==> config.mk <==
export PLATFORM = sky130hd
export DESIGN_NAME = inst_loader
export DESIGN_NICKNAME = d
export VERILOG_FILES = /design/src/rtl/inst_loader.sv
export SDC_FILE = /design/constraint.sdc
export NUM_CORES = 1
export LEC_CHECK = 0
export ABC_AREA = 1
export BUFFER_PORTS_ARGS = -buffer_cell sky130_fd_sc_hd__buf_2
export CAP_MARGIN = 20
export CORE_MARGIN = 2
export CORE_UTILIZATION = 40
export CTS_CLUSTER_DIAMETER = 30
export CTS_CLUSTER_SIZE = 40
export DETAILED_ROUTE_END_ITERATION = 6
export GPL_TIMING_DRIVEN = 1
export PLACE_DENSITY = 0.62
export SKIP_LAST_GASP = 1
export SYNTH_ARGS = -nofsm -noshare
export SYNTH_HDL_FRONTEND = slang
export SYNTH_SLANG_ARGS = --single-unit
==> constraint.sdc <==
create_clock -name Clk -period 3.3 [get_ports Clk]
set_input_delay 0.99 -clock Clk [delete_from_list [all_inputs] [get_ports Clk]]
set_output_delay 0.99 -clock Clk [all_outputs]
set_load 0.03 [all_outputs]
==> src/rtl/inst_loader.sv <==
// Byte-stream program loader: assembles framed 9-bit codes, writes them to instruction
// memory at consecutive addresses, verifies an XOR checksum and gates the core reset.
module inst_loader #(
  parameter int AW = 6,
  parameter int IW = 9
) (
  input  logic          Clk,
  input  logic          Reset,
  input  logic          Start,
  input  logic          InValid,
  input  logic [7:0]    InData,
  output logic          InReady,
  output logic          WrEn,
  output logic [AW-1:0] WrAddr,
  output logic [IW-1:0] WrData,
  output logic          CoreReset,
  output logic          Busy,
  output logic          LoadDone,
  output logic          Err
);

  localparam int LW = AW + 1;
  localparam logic [8:0] MAX_N = 9'(2 ** AW);

  typedef enum logic [2:0] {
    S_IDLE, S_LEN, S_LO, S_HI, S_WRITE, S_CHK, S_DONE, S_ERR
  } state_t;

  state_t        state_q, state_d;
  logic [7:0]    acc_q, acc_d;
  logic [AW-1:0] addr_q, addr_d;
  logic [LW-1:0] left_q, left_d;
  logic [IW-1:0] data_q, data_d;
  logic          in_ready;
  logic          xfer;

  // Every output is a decode of the state register or a flop; no input-to-output paths.
  always_comb begin
    in_ready  = 1'b0;
    Busy      = 1'b1;
    LoadDone  = 1'b0;
    Err       = 1'b0;
    CoreReset = 1'b1;
    case (state_q)
      S_LEN, S_LO, S_HI, S_CHK: in_ready = 1'b1;
      S_IDLE:                   Busy = 1'b0;
      S_DONE: begin
        Busy      = 1'b0;
        LoadDone  = 1'b1;
        CoreReset = 1'b0;
      end
      S_ERR: begin
        Busy = 1'b0;
        Err  = 1'b1;
      end
      default: ;
    endcase
  end

  assign InReady = in_ready;
  assign WrEn    = (state_q == S_WRITE);
  assign WrAddr  = addr_q;
  assign WrData  = data_q;
  assign xfer    = InValid & in_ready;

  always_comb begin
    state_d = state_q;
    acc_d   = acc_q;
    addr_d  = addr_q;
    left_d  = left_q;
    data_d  = data_q;
    case (state_q)
      S_IDLE, S_DONE, S_ERR: begin
        if (Start) begin
          state_d = S_LEN;
          acc_d   = 8'd0;
          addr_d  = '0;
        end
      end
      S_LEN: begin
        if (xfer) begin
          acc_d  = acc_q ^ InData;
          left_d = LW'(InData);
          if (InData == 8'd0 || {1'b0, InData} > MAX_N) state_d = S_ERR;
          else                                         state_d = S_LO;
        end
      end
      S_LO: begin
        if (xfer) begin
          acc_d       = acc_q ^ InData;
          data_d[7:0] = InData;
          state_d     = S_HI;
        end
      end
      S_HI: begin
        if (xfer) begin
          acc_d = acc_q ^ InData;
          // Reserved HI bits must be zero; a malformed code is never written.
          if (InData[7:1] != 7'd0) begin
            state_d = S_ERR;
          end else begin
            data_d[8] = InData[0];
            state_d   = S_WRITE;
          end
        end
      end
      S_WRITE: begin
        addr_d  = addr_q + AW'(1);
        left_d  = left_q - LW'(1);
        state_d = (left_q != LW'(1)) ? S_LO : S_CHK;
      end
      S_CHK: begin
        if (xfer) state_d = (InData == acc_q) ? S_DONE : S_ERR;
      end
      default: state_d = S_IDLE;
    endcase
  end

  always_ff @(posedge Clk or posedge Reset) begin
    if (Reset) begin
      state_q <= S_IDLE;
      acc_q   <= 8'd0;
      addr_q  <= '0;
      left_q  <= '0;
      data_q  <= '0;
    end else begin
      state_q <= state_d;
      acc_q   <= acc_d;
      addr_q  <= addr_d;
      left_q  <= left_d;
      data_q  <= data_d;
    end
  end

endmodule

==> Word level (Yosys, flattened, before mapping) <==
Index checks and enable logic that the tools add are counted.
Widths: inputs -> output; s select.
{ "totals": {"register_bits": 33, "romBits": 0, "mem_bits_rw": 0, "n_memories": 0, "word_cells": 65, "output_inout_bits": 21, "latch_bits": 0} }
{ "op_classes": {"order_cmp": 1, "bitwise": 3, "n_eq_ne": 15, "n_mul": 0, "n_reduce_logical": 16, "div": 0, "mux": 22, "n_shift": 0, "n_addsub": 2} }
{ "op_table": {"columns": ["op", "n"], "rows": [
  ["$mux 3", 7],
  ["$pmux 3 s6", 1],
  ["$mux 8", 2],
  ["$pmux 8 s2", 1],
  ["$pmux 7 s2", 1],
  ["$eq 3x3->1 const B", 4],
  ["$pmux 6 s2", 1],
  ["$eq 8x8->1", 1],
  ["$gt 8x7->1 const B", 1],
  ["$logic_not 8->1", 1],
  ["$ne 2x2->1 const B", 4],
  ["$xor 8x8->8", 1],
  ["$mux 7", 1],
  ["$ne 7x1->1 const B", 1],
  ["$reduce_bool 7->1", 1],
  ["$sub 7x1->7 const B", 1],
  ["$add 6x1->6 const B", 1],
  ["$eq 3x2->1 const B", 2],
  ["$mux 1", 6],
  ["$mux 6", 1],
  ["$reduce_and 2->1", 3],
  ["$reduce_and 3->1", 2],
  ["$reduce_bool 2->1", 3],
  ["$reduce_or 3->1", 2],
  ["9 further kinds", 10]
]} }

==> Depth between registers and ports, before layout <==
Gate-level depths: netlist of run 1.
{ "logic_depth": {"word_depth": 6, "depth_mapped": 10} }

==> Least setup slack after synthesis of run 1 <==
No wires, ideal clock.
{ "synth_timing": {"kind": "reg-to-output", "startpoint": "register state_q[1]", "endpoint": "output CoreReset", "path_buffers": 0, "stages_incl_launch_ff": 4, "arrival_time_ps": 1278, "t_required_ps": 2310, "path_slack_ps": 1032, "cell_sequence": "dfrtp_1 nand2_1 nor2_1 inv_1"} }
{ "synth_between": {"elab_chain_len": 2} }
{ "synth_lines": {"columns": ["element", "line", "text"], "rows": [
  ["start: declaration", "29", "state_t state_q, state_d;"],
  ["start signal: assignment", "127", "state_q <= state_d;"],
  ["$eq 3x3->1", "44", "case (state_q)"],
  ["$mux 1", "44", null],
  ["end: declaration", "16", "output logic CoreReset,"]
]} }
No other way between the ends.

==> Final worst setup path of run 1 <==
{ "layout_timing": {"startpoint": "register state_q[0]", "endpoint": "output WrEn"} }
{ "layout_between": {"elab_chain_len": 1} }
{ "layout_lines": {"columns": ["element", "line", "text"], "rows": [
  ["$eq 3x3->1", "61", "assign WrEn = (state_q == S_WRITE);"],
  ["end: declaration", "13", "output logic WrEn,"]
]} }
No other way between the ends.

==> flow_metrics.env, run 1 <==
export IMPL_intPower_mw=1.09
export IMPL_fin_area_mm2=0.00240
export IMPL_rows=26
export IMPL_antennaDiodeCount=0
export IMPL_fmax_mhz=397
export IMPL_clockBufferDepth=2
export IMPL_ant_nets=0
export IMPL_stdcell_count=390
export IMPL_hold_viol=0
export IMPL_final_min_period_over_clock_period=0.763
export IMPL_maxCapViolations=0
export IMPL_yosysMostFrequentCell="nand2_1"
export IMPL_die_w_um=76.3
export IMPL_synth_common_cells="nand2_1 (95), inv_1 (38), dfrtp_1 (33), nand3_1 (19), nor2_1 (18)"
export IMPL_max_vdd_ir_drop_v=0.000584
export IMPL_path_class="flop to primary output"
export IMPL_maxSlewHeadroom=0.503
export IMPL_r2r_start="state_q[2]"
export IMPL_fillCellCount=527
export IMPL_vias=1831
export IMPL_final_max_slew_viol_count=0
export IMPL_yosys_most_used_dff="dfrtp_1"
export IMPL_num_io_pins=33
export IMPL_hold_path_class="flop to flop"
export IMPL_gp_congestion=0.826
export IMPL_synthCells=284
export IMPL_dieHeight_um=76.3
export IMPL_initial_utilization=0.411
export IMPL_grt_usage=0.168
export IMPL_fin_crit_ps=2520
export IMPL_power_frac_seq=0.312
export IMPL_htreeDepth=2
export IMPL_start_kind="flop"
export IMPL_power_switching_mw=1.07
export IMPL_portBuffers=32
export IMPL_multi_input_area_mm2=0.00107
export IMPL_worstMarginPinSlew_ps=741
export IMPL_area_growth_pct=14.8
export IMPL_drive_gt1_frac=0.228
export IMPL_cts_tree="done"
export IMPL_clkSinkCount=33
export IMPL_path_max_fanout=15
export IMPL_setup_viol=0
export IMPL_synth_largest_area_cell="dfrtp_1"
export IMPL_finalWirelength_mm=4.51
export IMPL_antenna_found_initial=0
export IMPL_dpl_hpwl_mm=3.36
export IMPL_die_area_mm2=0.00581
export IMPL_cts_resized=0
export IMPL_combPwrFrac=0.544
export IMPL_cts_buffers=5
export IMPL_regArea_um2=826
export IMPL_netlist_area_mm2=0.00209
export IMPL_synth_edff_count=0
export IMPL_power_leakage_nw=1.27
export IMPL_cts_hold_buf=0
export IMPL_hp_start="WrData[5]"
export IMPL_yosys_area_top_type_share=0.395
export IMPL_grt_overflow_total=0
export IMPL_post_cts_buffers=0
export IMPL_syn_num_nets=301
export IMPL_synthTopCellsByArea="dfrtp_1 (40%), nand2_1 (17%), inv_1 (6.8%), nand3_1 (4.6%), o21ai_0 (3.4%)"
export IMPL_remaining_drc_errors=0
export IMPL_ys_types=31
export IMPL_post_place_cells=383
export IMPL_dr_first_iter_drc_count=126
export IMPL_power_density_mw_per_mm2=902
export IMPL_p_sw_frac=0.494
export IMPL_grt_pass1_wl_mm=7.82
export IMPL_drt_vias_per_instance=4.69
export IMPL_p_clk_frac=0.144
export IMPL_fin_setup_tns_ps=0
export IMPL_clk_latency_ps=280
export IMPL_grt_max_degree=34
export IMPL_firstDrtPassIters=4
export IMPL_core_mm2=0.00507
export IMPL_ys_ff_latch=33
export IMPL_total_power_mw=2.16
export IMPL_yosysWarnings=0
export IMPL_rsz0062_at_grt="false"
export IMPL_cts_root_buf="clkbuf_8"
export IMPL_seq_area_frac_synth=0.395
export IMPL_worstSetupEndpointType="primary output"
export IMPL_clk_pin_slew_ps=70
export IMPL_grt_pass1_vias=1678
export IMPL_finClkSkew_ps=2.18
export IMPL_r2r_cells=7
export IMPL_arrival_ps=1530
export IMPL_hold_path_depth=2
export IMPL_outcome="finished, final reports clean"
export IMPL_crit_start="state_q[0]"
export IMPL_wl_per_cell_um=11.6
export IMPL_postSynthAreaPerCell_um2=7.35
export IMPL_cp_required_ps=2310
export IMPL_nNetsFinal=337
export IMPL_async_flop_share=1.00
export IMPL_placed_area_mm2=0.00231
-- flip-flops by register name (all words and copies together), names as in the netlist --
name and count:
WrAddr 6, WrData 9, acc_q 8, state_q 3
left_q 7
-- worst max-delay path: stages (launching register included) --
cell and delay, ps:
dfrtp_1 460, inv_2 130, nand2_1 100, nor2_4 290, buf_2 270
-- kinds of logic after synthesis --
kind of cell             synth area share
XOR/XNOR                           0.0168
AND/OR/NAND/NOR                     0.329
adder cells (fa/ha/maj)            0.0300
AO/OA/AOI/OAI                       0.138
flip-flops                          0.395
buffers and inverters              0.0911
-- area by class of cell --
type / count / area share
Multi-Input combinational cell: 205 / 0.447
Tap cell: 70 / 0.0365
Inverter: 42 / 0.0658
Clock buffer: 7 / 0.0360
Sequential cell: 33 / 0.344
Timing Repair Buffer: 33 / 0.0699
-- final timing paths --
kind,to,slack [ps]
setup / recovery,WrEn,780
hold / removal,WrData[5],480
setup reg to reg,acc_q[4],1530
hold reg to reg,WrData[5],480
max in group asynchronous,state_q[0],2190
min in group asynchronous,WrAddr[4],800
-- stage by stage --
| step | hold WS, ps | util | setup slack, ps |
|---|---|---|---|
| after floorplan | 474 | - | 1030 |
| after global placement | 465 | 0.455 | 1100 |
| after detailed placement | 469 | 0.455 | 1080 |
| after CTS | 485 | 0.472 | 768 |
| after global routing | 514 | 0.472 | 643 |
| final | 480 | 0.472 | 784 |
-- power by group through the flow --
stage / registers (mW) / logic (mW) / clock network [mW]
floorplan: 0.764 / 0.888 / 0
global placement: 0.678 / 1.18 / 0
detailed placement: 0.682 / 1.18 / 0
CTS: 0.675 / 1.19 / 0.320
global route: 0.698 / 1.33 / 0.338
finish: 0.674 / 1.18 / 0.311
-- placed cells by master, fill, tap and decap left out, drive strengths merged --
cell type | Yosys | layout
xor2 | 2 | 2
a21oi | 1 | 1
clkbuf | 0 | 7
nor2 | 21 | 21
o21ai | 32 | 32
a31o | 1 | 1
o31ai | 2 | 2
o22ai | 1 | 1
o311ai | 1 | 1
nand3 | 21 | 21
nor3 | 2 | 2
xnor2 | 2 | 2
dfrtp | 33 | 33
nand2 | 108 | 108
ha | 5 | 5
a211oi | 1 | 1
inv | 42 | 42
o211ai | 3 | 3
buf | 4 | 33
nand4 | 2 | 2
-- routing by layer --
layer / track usage / up-vias / wire (um)
li1: - / 966 / -
met1: 0.225 / 824 / 2240
met2: 0.265 / 32 / 2030
met3: 0.0403 / 9 / 160
met4: 0.0636 / 0 / 77
met5: 0 / - / 0
Power figures use the tool's default switching activity.
==> run 2, diff against run 1 <==
- PLACE_DENSITY: 0.62 -> 0.64
- clock period: 3.3 -> 2.2 ns (I/O delays scaled with it)
==> run 2 against run 1 <==
  * Global-route usage rose by 0.31 points
  * Non-clock buffer count rose by 1
  * Total power rose by 49%
  * Final cell count rose by 0.51%
  * Sequential power rose by 50%
  * Core utilization rose by 0.074 points
==> flow_metrics.env, run 2 (same netlist as run 1, synthesis figures left out) <==
export IMPL_outcome="finished, final reports clean"
export IMPL_remaining_drc_errors=0
export IMPL_drt_vias_per_instance=4.76
export IMPL_vias=1867
export IMPL_dieHeight_um=76.3
export IMPL_power_leakage_nw=1.27
export IMPL_hold_path_class="input pin to async pin"
export IMPL_maxCapViolations=0
export IMPL_wl_per_cell_um=11.4
export IMPL_arrival_ps=1420
export IMPL_antenna_found_initial=0
export IMPL_r2r_start="state_q[2]"
export IMPL_holdWs_ps=454
export IMPL_htreeDepth=2
export IMPL_die_area_mm2=0.00581
export IMPL_r2r_slack_ps=410
export IMPL_grt_pass1_wl_mm=8.04
export IMPL_fin_crit_ps=2080
export IMPL_r2r_cells=7
export IMPL_rows=26
export IMPL_setup_viol=0
export IMPL_total_power_mw=3.23
export IMPL_firstDrtPassIters=4
export IMPL_power_density_mw_per_mm2=1350
export IMPL_cts_resized=0
export IMPL_clk_pin_slew_ps=70
export IMPL_cts_buffers=5
export IMPL_cp_required_ps=1540
export IMPL_fin_setup_tns_ps=0
export IMPL_hold_viol=0
export IMPL_initial_utilization=0.411
export IMPL_maxSlewHeadroom=0.456
export IMPL_post_cts_buffers=0
export IMPL_grt_overflow_total=0
export IMPL_drive_gt1_frac=0.233
export IMPL_grt_max_degree=34
export IMPL_cts_tree="done"
export IMPL_num_io_pins=33
export IMPL_worstReg2RegEnd="acc_q[1]"
export IMPL_antennaDiodeCount=0
export IMPL_area_growth_pct=15.0
export IMPL_gp_congestion=0.822
export IMPL_fin_ws_ps=122
export IMPL_core_mm2=0.00507
export IMPL_grt_usage=0.171
export IMPL_cts_root_buf="clkbuf_8"
export IMPL_finalWirelength_mm=4.49
export IMPL_finClkSkew_ps=7.10
export IMPL_pre_cts_ws_ps=434
export IMPL_clk_latency_ps=290
export IMPL_final_min_period_over_clock_period=0.944
export IMPL_path_max_fanout=7
export IMPL_worstMarginPinSlew_ps=811
export IMPL_ant_nets=0
export IMPL_fillCellCount=533
export IMPL_stdcell_count=392
export IMPL_rsz0062_at_grt="false"
export IMPL_final_max_slew_viol_count=0
export IMPL_worstSetupEndpointType="primary output"
export IMPL_die_w_um=76.3
export IMPL_largest_register_ffs=9
export IMPL_clkSinkCount=33
export IMPL_dpl_hpwl_mm=3.38
export IMPL_start_kind="flop"
export IMPL_nNetsFinal=338
export IMPL_path_class="flop to primary output"
export IMPL_max_vdd_ir_drop_v=0.00110
export IMPL_cts_hold_buf=0
export IMPL_dr_first_iter_drc_count=115
export IMPL_grt_pass1_vias=1739
export IMPL_portBuffers=32
export IMPL_post_place_cells=384
export IMPL_final_common_cell="nand2_1"
export IMPL_clockBufferDepth=2
export IMPL_fmax_mhz=481
export IMPL_mostFrequentLayoutCells="nand2_1 (95), inv_1 (38), dfrtp_1 (33), buf_2 (32), nand3_1 (19)"
run 2: where the power goes:
part	internal [mW]	total [mW]	switching (mW)
logic	0.559	1.76	1.20
clock network	0.219	0.454	0.235
registers	0.836	1.01	0.178
total	1.61	3.23	1.62
run 2: area by class of cell:
type                            instances  area, um2  share of cell area
Clock buffer                            6       72.6              0.0302
Clock inverter                          2       10.0             0.00417
Inverter                               42        158              0.0657
Multi-Input combinational cell        205       1070               0.447
Sequential cell                        33        826               0.344
Timing Repair Buffer                   34        175              0.0730
Tap cell                               70       87.6              0.0365
run 2: how the worst max path moves through the flow:
stage | from | to | depth (start not counted)
after floorplan | state_q[1] | CoreReset | 3
after global placement | InData[4] | state_q[1] | 9
after detailed placement | state_q[2] | acc_q[2] | 7
after CTS | state_q[1] | Busy | 5
after global routing | state_q[1] | Busy | 5
final | state_q[1] | Busy | 5
run 2: through the flow:
stage	utilization	area, um2
after floorplan	-	2090
after global placement	0.457	2320
after detailed placement	0.457	2320
after CTS	0.473	2400
after global routing	0.473	2400
final	0.473	2400
run 2: routing by layer:
layer / vias up / routed length, um / track usage
li1: 970 / - / -
met1: 857 / 2210 / 0.234
met2: 35 / 2030 / 0.266
met3: 5 / 201 / 0.0403
met4: 0 / 48 / 0.0600
met5: - / 0 / 0
run 2: critical path: stages (launching register included):
cell and delay [ps]:
dfrtp_1 470, ha_1 250, inv_1 90, nand2_4 80
inv_1 50, buf_2 180
==> run 3, diff against run 2 <==
- CORE_UTILIZATION: 40 -> 45
- PLACE_DENSITY: 0.64 -> 0.68
- SETUP_SLACK_MARGIN: default -> 0.15
- clock period: 2.2 -> 2.3 ns (I/O delays scaled with it)
==> run 3 against run 2 <==
  * Non-clock buffer count stayed put
  * Global-route usage is 2.0 points higher
  * Count of clock-buffer cells in the layout stayed put
  * Core utilization is 6.7 points higher
  * Design area is 0.78% lower
  * Worst hold slack better by 27 ps
  * Clock power is 6.8% lower
  * Total power is 4.2% lower
==> flow_metrics.env, run 3 (same netlist as run 1, synthesis figures left out) <==
export IMPL_worstMarginPinSlew_ps=850
export IMPL_max_vdd_ir_drop_v=0.000948
export IMPL_grt_overflow_total=0
export IMPL_drt_vias_per_instance=4.98
export IMPL_mostFrequentLayoutCells="nand2_1 (95), inv_1 (38), dfrtp_1 (32), buf_2 (31), nand3_1 (19)"
export IMPL_start_kind="flop"
export IMPL_holdWs_ps=481
export IMPL_path_class="flop to primary output"
export IMPL_remaining_drc_errors=0
export IMPL_grt_max_degree=34
export IMPL_cts_root_buf="clkbuf_8"
export IMPL_fin_setup_tns_ps=0
export IMPL_hold_viol=0
export IMPL_cp_required_ps=1610
export IMPL_vias=1863
export IMPL_htreeDepth=2
export IMPL_dr_first_iter_drc_count=122
export IMPL_rsz0062_at_grt="false"
export IMPL_final_min_period_over_clock_period=0.902
export IMPL_nNetsFinal=338
export IMPL_worstSetupEndpointType="primary output"
export IMPL_fillCellCount=449
export IMPL_arrival_ps=1380
export IMPL_area_growth_pct=14.1
export IMPL_initial_utilization=0.473
export IMPL_outcome="finished, final reports clean"
export IMPL_wl_per_cell_um=11.8
export IMPL_drive_gt1_frac=0.236
export IMPL_die_area_mm2=0.00520
export IMPL_portBuffers=32
export IMPL_setup_viol=0
export IMPL_p_sw_frac=0.499
export IMPL_grt_pass1_vias=1702
export IMPL_cts_buffers=5
export IMPL_critPathMaxStageDelay_ps=460
export IMPL_die_w_um=72.1
export IMPL_total_power_mw=3.09
export IMPL_cts_tree="done"
export IMPL_gp_congestion=0.838
export IMPL_antennaDiodeCount=0
export IMPL_rows=24
export IMPL_largest_register_ffs=9
export IMPL_clkSinkCount=33
export IMPL_ant_nets=0
export IMPL_cpLargestDelayFamily="flip-flops"
export IMPL_finClkSkew_ps=8.16
export IMPL_power_switching_mw=1.54
export IMPL_intPower_mw=1.55
export IMPL_finalWirelength_mm=4.41
export IMPL_fin_crit_ps=2070
export IMPL_dieHeight_um=72.1
export IMPL_cpMaxStageDelayCell="dfrtp_2"
export IMPL_maxSlewHeadroom=0.430
export IMPL_regArea_um2=827
export IMPL_p_clk_frac=0.137
export IMPL_final_max_slew_viol_count=0
export IMPL_multi_input_area_mm2=0.00107
export IMPL_core_mm2=0.00441
export IMPL_antenna_found_initial=0
export IMPL_fmax_mhz=482
export IMPL_cts_hold_buf=0
export IMPL_clk_latency_ps=290
export IMPL_final_common_cell="nand2_1"
export IMPL_firstDrtPassIters=4
export IMPL_clk_pin_slew_ps=70
export IMPL_dpl_hpwl_mm=3.30
export IMPL_num_io_pins=33
export IMPL_combPwrFrac=0.548
export IMPL_hold_path_class="input pin to async pin"
export IMPL_power_leakage_nw=1.27
export IMPL_path_cells="ha_1, inv_1, nand2_4, inv_1, clkbuf_4"
export IMPL_grt_pass1_wl_mm=7.72
export IMPL_maxCapViolations=0
export IMPL_critPathBufInv=3
export IMPL_path_max_fanout=7
export IMPL_clockBufferDepth=2
export IMPL_cp_common_cell="inv_1"
export IMPL_power_frac_seq=0.315
export IMPL_power_density_mw_per_mm2=1300
export IMPL_grt_usage=0.191
run 3: cell types whose count changed in the layout (fill, tap and decap cells not counted), sizes merged:
cell,delta
buf,-1
clkbuf,+1
run 3: layer usage:
layer | global-route usage | vias up | wire [um]
li1 | - | 970 | -
met1 | 0.266 | 839 | 2130
met2 | 0.293 | 42 | 1980
met3 | 0.0333 | 12 | 188
met4 | 0.0860 | 0 | 110
met5 | 0 | - | 0
run 3: worst register-to-register path, cell delays in order (launching register included):
cell,delay [ps]
dfrtp_1,440
inv_2,130
ha_1,200
inv_1,90
nand2_4,110
o211ai_4,510
nand2_1,130
o21ai_2,80
run 3: area by class of cell:
| cell class | instances | area share |
|---|---|---|
| multi-input combinational | 205 | 0.450 |
| sequential | 33 | 0.347 |
| timing repair buffer | 34 | 0.0746 |
| inverter | 42 | 0.0662 |
| clock buffer | 6 | 0.0305 |
| tap | 52 | 0.0273 |
| clock inverter | 2 | 0.00420 |
run 3: worst paths after layout:
| path | slack, ps | from | depth (start not counted) | to |
|---|---|---|---|---|
| setup / recovery | 230 | state_q[1] | 5 | Busy |
| hold / removal | 480 | Reset | 3 | WrAddr[0] |
| setup reg to reg | 530 | state_q[2] | 7 | acc_q[0] |
| hold reg to reg | 480 | WrData[4] | 2 | WrData[4] |
| max in group asynchronous | 1500 | Reset | 3 | state_q[1] |
| min in group Clk | 480 | WrData[4] | 2 | WrData[4] |
run 3: power groups by stage:
stage	registers (mW)	logic, mW	clock network [mW]
finish	0.975	1.70	0.423
global placement	0.979	1.67	0
CTS	0.971	1.71	0.435
floorplan	1.10	1.27	0
detailed placement	0.979	1.70	0
global route	1.01	1.93	0.457
run 3: timing repair:
item                       in CTS  in global routing
resized for setup               0                  2
setup endpoints to repair       0                  1
buffers inserted                0                  0
run 3: per-stage QoR:
step           std cells  cell area (um2)   util  worst slack [ps]
4_1_cts              374             2380  0.539               181
6_report             374             2380  0.540               225
3_3_place_gp         366             2300  0.520               526
5_1_grt              374             2380  0.540               150
3_5_place_dp         366             2300  0.520               509
2_1_floorplan        284             2090      -               332
